$ cat config.mk
export PLATFORM = sky130hd
export DESIGN_NAME = cpu_core_mc
export DESIGN_NICKNAME = d
export VERILOG_FILES = /design/src/rtl/cpu_pkg.sv /design/src/rtl/cpu_regfile.sv /design/src/rtl/cpu_core_mc.sv
export SDC_FILE = /design/constraint.sdc
export NUM_CORES = 1
export LEC_CHECK = 0
export CAP_MARGIN = 20
export CORE_MARGIN = 5
export CORE_UTILIZATION = 55
export DETAILED_ROUTE_END_ITERATION = 8
export DONT_BUFFER_PORTS = 1
export MAX_ROUTING_LAYER = met4
export PLACE_DENSITY = 0.7
export SLEW_MARGIN = 20
export SYNTH_ARGS = -nofsm -noshare
export SYNTH_HDL_FRONTEND = slang
export SYNTH_HIERARCHICAL = 1
export SYNTH_SLANG_ARGS = --single-unit
$ cat constraint.sdc
create_clock -name clk -period 5.55 [get_ports clk]
set_input_delay 0.555 -clock clk [delete_from_list [all_inputs] [get_ports clk]]
set_output_delay 0.555 -clock clk [all_outputs]
set_load 0.03 [all_outputs]
$ cat src/rtl/cpu_pkg.sv
// Shared definitions for the multicycle LC-3-style core: opcodes, FSM states,
// condition-code bit positions and small decode helpers.
package cpu_pkg;

  localparam int NUM_REGS = 8;

  localparam int NZP_N = 2;
  localparam int NZP_Z = 1;
  localparam int NZP_P = 0;

  typedef enum logic [3:0] {
    OP_BR   = 4'h0,
    OP_ADD  = 4'h1,
    OP_LD   = 4'h2,
    OP_ST   = 4'h3,
    OP_JSR  = 4'h4,
    OP_AND  = 4'h5,
    OP_LDR  = 4'h6,
    OP_STR  = 4'h7,
    OP_RTI  = 4'h8,
    OP_NOT  = 4'h9,
    OP_LDI  = 4'hA,
    OP_STI  = 4'hB,
    OP_JMP  = 4'hC,
    OP_RES  = 4'hD,
    OP_LEA  = 4'hE,
    OP_TRAP = 4'hF
  } opcode_e;

  typedef enum logic [2:0] {
    S_FETCH  = 3'd0,
    S_DECODE = 3'd1,
    S_EXEC   = 3'd2,
    S_MEM    = 3'd3,
    S_HALT   = 3'd4
  } state_e;

  function automatic logic [15:0] sext5(input logic [4:0] v);
    return {{11{v[4]}}, v};
  endfunction

  function automatic logic [15:0] sext6(input logic [5:0] v);
    return {{10{v[5]}}, v};
  endfunction

  function automatic logic [15:0] sext9(input logic [8:0] v);
    return {{7{v[8]}}, v};
  endfunction

  function automatic logic [2:0] nzp_of(input logic [15:0] r);
    logic [2:0] c;
    c        = '0;
    c[NZP_N] = r[15];
    c[NZP_Z] = (r == 16'h0000);
    c[NZP_P] = !r[15] && (r != 16'h0000);
    return c;
  endfunction

endpackage

$ cat src/rtl/cpu_regfile.sv
// 8x16 general-purpose register file: two asynchronous read ports, one
// synchronous write port, cleared asynchronously on rst_n.
module cpu_regfile
  import cpu_pkg::*;
(
  input  logic        clk,
  input  logic        rst_n,
  input  logic [2:0]  ra1,
  input  logic [2:0]  ra2,
  output logic [15:0] rd1,
  output logic [15:0] rd2,
  input  logic        we,
  input  logic [2:0]  wa,
  input  logic [15:0] wd
);

  logic [15:0] regs [NUM_REGS];

  // NOTE: only eight words, and software relies on R0..R7 reading zero after
  // reset, so this array takes the async clear; large memories normally don't.
  always_ff @(posedge clk or negedge rst_n) begin
    if (!rst_n) begin
      for (int i = 0; i < NUM_REGS; i++) regs[i] <= '0;
    end else if (we) begin
      regs[wa] <= wd;
    end
  end

  assign rd1 = regs[ra1];
  assign rd2 = regs[ra2];

endmodule

$ cat src/rtl/cpu_core_mc.sv
// Multicycle 16-bit LC-3-style core: FETCH/DECODE/EXEC/MEM/HALT sequencing over
// one shared req/ready memory port with registered request outputs.
module cpu_core_mc
  import cpu_pkg::*;
#(
  parameter int          ADDR_W       = 16,
  parameter logic [15:0] RESET_PC     = 16'h3000,
  parameter bit          HALT_ON_TRAP = 1'b1
) (
  input  logic              clk,
  input  logic              rst_n,
  output logic              mem_req,
  output logic              mem_we,
  output logic [ADDR_W-1:0] mem_addr,
  output logic [15:0]       mem_wdata,
  input  logic              mem_ready,
  input  logic [15:0]       mem_rdata,
  output logic [15:0]       pc_out,
  output logic [2:0]        nzp,
  output logic              retire,
  output logic              halted,
  output logic              illegal
);

  state_e state, state_next;

  logic [15:0]       pc, pc_next, ir, ir_next;
  logic [2:0]        nzp_next;
  logic              illegal_next;
  logic              req_next, we_next;
  logic [ADDR_W-1:0] addr_next;
  logic [15:0]       wdata_next;

  logic              rf_we;
  logic [2:0]        rf_wa;
  logic [15:0]       rf_wd, rd1, rd2;

  opcode_e           op;
  logic [2:0]        sr2;
  logic              is_load, is_store;
  logic [15:0]       alu_b, alu_res, pc_rel, ea;
  logic              fetch_go;
  logic [15:0]       fetch_pc;

  // Decode is purely combinational from IR; IR is stable from DECODE through MEM.
  assign op       = opcode_e'(ir[15:12]);
  assign is_load  = (op == OP_LD) || (op == OP_LDR);
  assign is_store = (op == OP_ST) || (op == OP_STR);
  assign sr2      = is_store ? ir[11:9] : ir[2:0];
  assign pc_rel   = pc + sext9(ir[8:0]);
  assign ea       = ((op == OP_LDR) || (op == OP_STR)) ? rd1 + sext6(ir[5:0]) : pc_rel;
  assign alu_b    = ir[5] ? sext5(ir[4:0]) : rd2;

  always_comb begin
    alu_res = rd1 + alu_b;
    case (op)
      OP_AND:  alu_res = rd1 & alu_b;
      OP_NOT:  alu_res = ~rd1;
      default: alu_res = rd1 + alu_b;
    endcase
  end

  cpu_regfile u_rf (
    .clk   (clk),
    .rst_n (rst_n),
    .ra1   (ir[8:6]),
    .ra2   (sr2),
    .rd1   (rd1),
    .rd2   (rd2),
    .we    (rf_we),
    .wa    (rf_wa),
    .wd    (rf_wd)
  );

  // NOTE: state registers use non-blocking (<=) so every flop samples the
  // pre-edge values; blocking here would create order-dependent races.
  always_ff @(posedge clk or negedge rst_n) begin
    if (!rst_n) state <= S_FETCH;
    else        state <= state_next;
  end

  // NOTE: every signal driven below gets a default first, so no path through
  // the case statement can leave one unassigned and infer a latch.
  always_comb begin
    state_next   = state;
    pc_next      = pc;
    ir_next      = ir;
    nzp_next     = nzp;
    illegal_next = illegal;
    req_next     = mem_req && !mem_ready;
    we_next      = mem_we;
    addr_next    = mem_addr;
    wdata_next   = mem_wdata;
    rf_we        = 1'b0;
    rf_wa        = ir[11:9];
    rf_wd        = alu_res;
    retire       = 1'b0;
    fetch_go     = 1'b0;
    fetch_pc     = pc;

    case (state)
      S_FETCH: begin
        if (!mem_req) begin
          req_next  = 1'b1;
          we_next   = 1'b0;
          addr_next = pc[ADDR_W-1:0];
        end else if (mem_ready) begin
          ir_next    = mem_rdata;
          pc_next    = pc + 16'd1;
          state_next = S_DECODE;
        end
      end

      S_DECODE: state_next = S_EXEC;

      S_EXEC: begin
        case (op)
          OP_ADD, OP_AND, OP_NOT: begin
            rf_we    = 1'b1;
            nzp_next = nzp_of(alu_res);
            fetch_go = 1'b1;
          end
          OP_BR: begin
            if ((ir[11:9] & nzp) != 3'b000) fetch_pc = pc_rel;
            fetch_go = 1'b1;
          end
          OP_JMP: begin
            fetch_pc = rd1;
            fetch_go = 1'b1;
          end
          OP_LEA: begin
            rf_we    = 1'b1;
            rf_wd    = pc_rel;
            fetch_go = 1'b1;
          end
          OP_LD, OP_LDR, OP_ST, OP_STR: begin
            req_next   = 1'b1;
            we_next    = is_store;
            addr_next  = ea[ADDR_W-1:0];
            wdata_next = rd2;
            state_next = S_MEM;
          end
          OP_TRAP: begin
            if (HALT_ON_TRAP) state_next = S_HALT;
            else              fetch_go   = 1'b1;
          end
          default: begin
            illegal_next = 1'b1;
            fetch_go     = 1'b1;
          end
        endcase
      end

      S_MEM: begin
        if (mem_ready) begin
          if (is_load) begin
            rf_we    = 1'b1;
            rf_wd    = mem_rdata;
            nzp_next = nzp_of(mem_rdata);
          end
          fetch_go = 1'b1;
        end
      end

      S_HALT: state_next = S_HALT;

      default: state_next = S_FETCH;
    endcase

    // Retiring instructions issue the next fetch on the same edge, so the
    // FETCH cycle already presents the request.
    if (fetch_go) begin
      retire     = 1'b1;
      pc_next    = fetch_pc;
      req_next   = 1'b1;
      we_next    = 1'b0;
      addr_next  = fetch_pc[ADDR_W-1:0];
      state_next = S_FETCH;
    end
  end

  always_ff @(posedge clk or negedge rst_n) begin
    if (!rst_n) begin
      pc        <= RESET_PC;
      ir        <= '0;
      nzp       <= 3'b010;
      illegal   <= 1'b0;
      mem_req   <= 1'b0;
      mem_we    <= 1'b0;
      mem_addr  <= '0;
      mem_wdata <= '0;
    end else begin
      pc        <= pc_next;
      ir        <= ir_next;
      nzp       <= nzp_next;
      illegal   <= illegal_next;
      mem_req   <= req_next;
      mem_we    <= we_next;
      mem_addr  <= addr_next;
      mem_wdata <= wdata_next;
    end
  end

  assign pc_out = pc;
  assign halted = (state == S_HALT);

endmodule

==> qor.txt <==
=====================================================================================
Status ................................................................. finished clean
Startpoint types .......................................................     register
Worst endpoint required time ...........................................      6.01 ns
Worst slew margin relative to its limit ................................       29.28%
Synthesized area .......................................................  14,480 um^2
Routed WL ..............................................................    43,050 um
Minimum clock period after layout ......................................     5.212 ns
Starting DRT DRC Count .................................................        1,007
Count of buffers added by post-CTS timing repair for setup .............            0
Clock network latency to the later pin of the worst-skew pair ..........      0.55 ns
Vertical die dimension .................................................     172.2 um
Total GRT Usage ........................................................       29.61%
Half-perimeter wire length of the detailed placement result ............    30,410 um
Worst clock skew on the final layout ...................................   0.02590 ns
Mean area per synthesized cell .........................................   11.04 um^2
Setup repair after global routing missed its margin ....................        false
Count of synthesis-stage warnings from yosys ...........................            6
Number of violations of the max-capacitance limit ......................            0
Count of pins on the block boundary ....................................           75
Worst setup slack for register-to-register paths .......................      0.34 ns
Peak clock frequency supported by timing ...............................    191.9 MHz
CTS tree ...............................................................         done
Top library cells by usage in the layout, fill and taps aside .......... sky130_fd_sc_hd__dfrtp_1 (197), sky130_fd_sc_hd__mux2_2 (195), sky130_fd_sc_hd__nand2_1 (87), sky130_fd_sc_hd__a21oi_1 (80), sky130_fd_sc_hd__nor2_1 (73)
Relative area change from synthesis to final layout ....................       8.262%
Worst EP arrival .......................................................      5.67 ns
Area inside the core boundary ..........................................  25,980 um^2
Worst reg-to-reg path cell count .......................................           16
Share of the cycle needed by the critical path after routing ...........       93.91%
Floorplan die area .....................................................  29,670 um^2
Crit path kind ......................................................... register to register
Maximum number of pins on one net before global-route repair ...........          202
Kind of capture point of the worst setup path ..........................     register
Global-route wire length before repair .................................    66,120 um
Clock-pin slew of the registers on the worst-case setup and hold paths .      0.06 ns
Initial DRT Pass Iterations ............................................            5
CTS root buffer ........................................................ sky130_fd_sc_hd__clkbuf_16
Hold Crit Class ........................................................ input pin to register
Final standard cell count with taps included and fillers excluded ......        1,638
DR vias/cell ...........................................................        6.880
Met1 wire length .......................................................    17,710 um
Placed Instances .......................................................        1,591
Total gr overflow ......................................................            0
Hold violation total from the final report .............................            0
Share of the yosys chip area belonging to registers ....................       34.77%
Worst-path maximum fanout ..............................................           13
Predominant post-synthesis flop cell ................................... sky130_fd_sc_hd__dfrtp_1
Most common library cell in the layout ignoring fill and taps .......... sky130_fd_sc_hd__dfrtp_1
Average wire per standard cell .........................................     26.28 um
Core Rows ..............................................................           59
Final setup violation count ............................................            0
Horizontal die dimension ...............................................     172.2 um
Worst-case clock buffer depth ..........................................            3
Buffers added on ports .................................................            0
Flip-flop and latch count after synthesis ..............................          201
Netlist cell types .....................................................           98
Number of antenna-violating nets in the routed design ..................            0
Met3 routed wirelength .................................................      3095 um
Min-Delay Path Depth ...................................................            1
Final Max Slew Viols ...................................................            0
Via Count ..............................................................       11.27k
Initial core utilization ...............................................       55.72%
Final routed DRC violation total .......................................            0
Uppermost layer routed .................................................         met4
Post-synth EDFFs .......................................................            0
H-tree lvl count .......................................................            1
Number of global-route vias before repair ..............................       11.03k
Met2 Wirelength ........................................................    20,540 um
Total Nets Final .......................................................        1,355
Net count of the mapped netlist ........................................        1,381
Clock sink count .......................................................          201
Fraction of layout cells with a size suffix above 1 ....................       24.73%
Initial antenna violation count ........................................            1
Final estimated routing congestion in global placement .................       0.9836
Ys async rst share .....................................................       100.0%
Slew @ Worst Pin .......................................................     1.050 ns
Number of clock buffers inserted by TritonCTS ..........................           24
Cells after synthesis ..................................................        1,311
Setup TNS after final layout ...........................................         0 ns
=====================================================================================
-- worst max-delay path, stage by stage (launching register included) --
cell and delay [ns]:
sky130_fd_sc_hd__dfrtp_1 0.53, sky130_fd_sc_hd__nand2_1 0.14, sky130_fd_sc_hd__mux2_4 0.41, sky130_fd_sc_hd__mux4_1 0.60, sky130_fd_sc_hd__mux2_2 0.29, sky130_fd_sc_hd__mux2_2 0.26, sky130_fd_sc_hd__ha_1 0.23, sky130_fd_sc_hd__inv_1 0.09
sky130_fd_sc_hd__fa_1 0.23, sky130_fd_sc_hd__nor2b_1 0.10, sky130_fd_sc_hd__o31ai_2 0.44, sky130_fd_sc_hd__a21oi_2 0.17, sky130_fd_sc_hd__xnor2_1 0.16, sky130_fd_sc_hd__o22ai_1 0.22, sky130_fd_sc_hd__mux2i_1 0.11, sky130_fd_sc_hd__o21ai_0 0.84
sky130_fd_sc_hd__mux2_2 0.31
-- cell type report --
| cell class | instances | area, um^2 |
|---|---|---|
| clock buffers | 31 | 676.9 |
| inverters | 35 | 131.4 |
| multi-input cells | 992 | 8935 |
| repair buffers | 31 | 300.3 |
| flip-flops and latches | 201 | 5035 |
| clock inverters | 12 | 173.9 |
| fillers | 2126 | 10310 |
| diodes | 1 | 2.502 |
| well taps | 335 | 419.2 |
-- routing by layer --
layer | track usage [%] | vias to the layer above
li1 | - | 5010
met3 | 5.213 | 120
met5 | - | -
met4 | 10.42 | 0
met1 | 37.94 | 5695
met2 | 47.75 | 445
-- synthesized netlist by cell type (9+ instances only) --
cell type                    n  area [um^2]
sky130_fd_sc_hd__mux2_2    197         2218
sky130_fd_sc_hd__mux4_1     56         1471
sky130_fd_sc_hd__ha_1       48        600.6
sky130_fd_sc_hd__or3_1      10        62.56
sky130_fd_sc_hd__o21ai_1    13        65.06
sky130_fd_sc_hd__o211ai_1    9        67.56
sky130_fd_sc_hd__a21oi_1    82        410.4
sky130_fd_sc_hd__buf_6      10        112.6
sky130_fd_sc_hd__a22oi_1    13        97.59
sky130_fd_sc_hd__o21bai_1   10        75.07
sky130_fd_sc_hd__clkbuf_1   31        116.4
sky130_fd_sc_hd__nor2b_1    14        87.58
sky130_fd_sc_hd__nor2_1     75        281.5
sky130_fd_sc_hd__nand4_1    13        81.33
sky130_fd_sc_hd__buf_4       9        67.56
sky130_fd_sc_hd__xor2_1     15        131.4
sky130_fd_sc_hd__a221o_1    11        110.1
sky130_fd_sc_hd__nor3_1     20        100.1
sky130_fd_sc_hd__a31oi_1     9        56.30
sky130_fd_sc_hd__dfrtp_1   198         4955
sky130_fd_sc_hd__nand2b_1   16        100.1
sky130_fd_sc_hd__xnor2_1    21        183.9
sky130_fd_sc_hd__buf_1       9        33.78
sky130_fd_sc_hd__nand3_1    20        100.1
sky130_fd_sc_hd__buf_2      22        110.1
sky130_fd_sc_hd__mux2i_1    19        190.2
sky130_fd_sc_hd__o21ai_0    50        250.2
sky130_fd_sc_hd__a221oi_1   12        105.1
sky130_fd_sc_hd__nand2_1    87        326.6
sky130_fd_sc_hd__o21a_1     14        105.1
sky130_fd_sc_hd__inv_1      35        131.4
sky130_fd_sc_hd__and3_1     10        62.56
-- registers in the layout, indices dropped and copies added, names as in the netlist --
name / cells
mem_wdata: 16
illegal: 1
nzp: 3
ir: 16
mem_addr: 16
state: 3
mem_we: 1
u_rf/regs: 128
pc_out: 16
mem_req: 1
-- cells by family after synthesis --
group	after synthesis	share of synthesized area (%)
adders and majority gates	51	4.563
xor gates and xnor gates	36	2.178
AOI/OAI and AO/OA	312	15.15
DFF	201	34.77
and+or+nand+nor	312	11.20
buffers and inverters	118	4.019
muxes	281	28.12
-- metrics by stage --
stage | utilization, % | area (um^2) | hold slack (ns) | worst slack (ns)
finish | 60.32 | 15670 | 0.1365 | 0.3382
detailed placement | 56.71 | 14740 | 0.2731 | 0.2512
CTS | 60.09 | 15620 | 0.1246 | 0.1861
global placement | 56.71 | 14740 | 0.2740 | 0.3419
global route | 60.32 | 15670 | 0.1362 | 0.1571
floorplan | - | 14480 | 0.2594 | 0.7733
-- what timing repair did --
| action | 4_1_cts | 5_1_grt |
|---|---|---|
| gates resized for setup | 0 | 3 |
| hold buffers | 1 | 1 |
| setup endpoints to repair | 0 | 29 |
| hold endpoints to repair | 201 | 58 |
-- worst paths after layout --
check | from | end
max | ir[12] | u_rf/regs[120]
min | mem_ready | mem_req
max reg2reg | ir[12] | u_rf/regs[120]
min reg2reg | u_rf/regs[122] | u_rf/regs[122]
max in group asynchronous | rst_n | ir[6]
min in group asynchronous | rst_n | u_rf/regs[43]
Power is not shown: default switching activity piles up to over one toggle a cycle in this logic, so the estimate is an artifact.
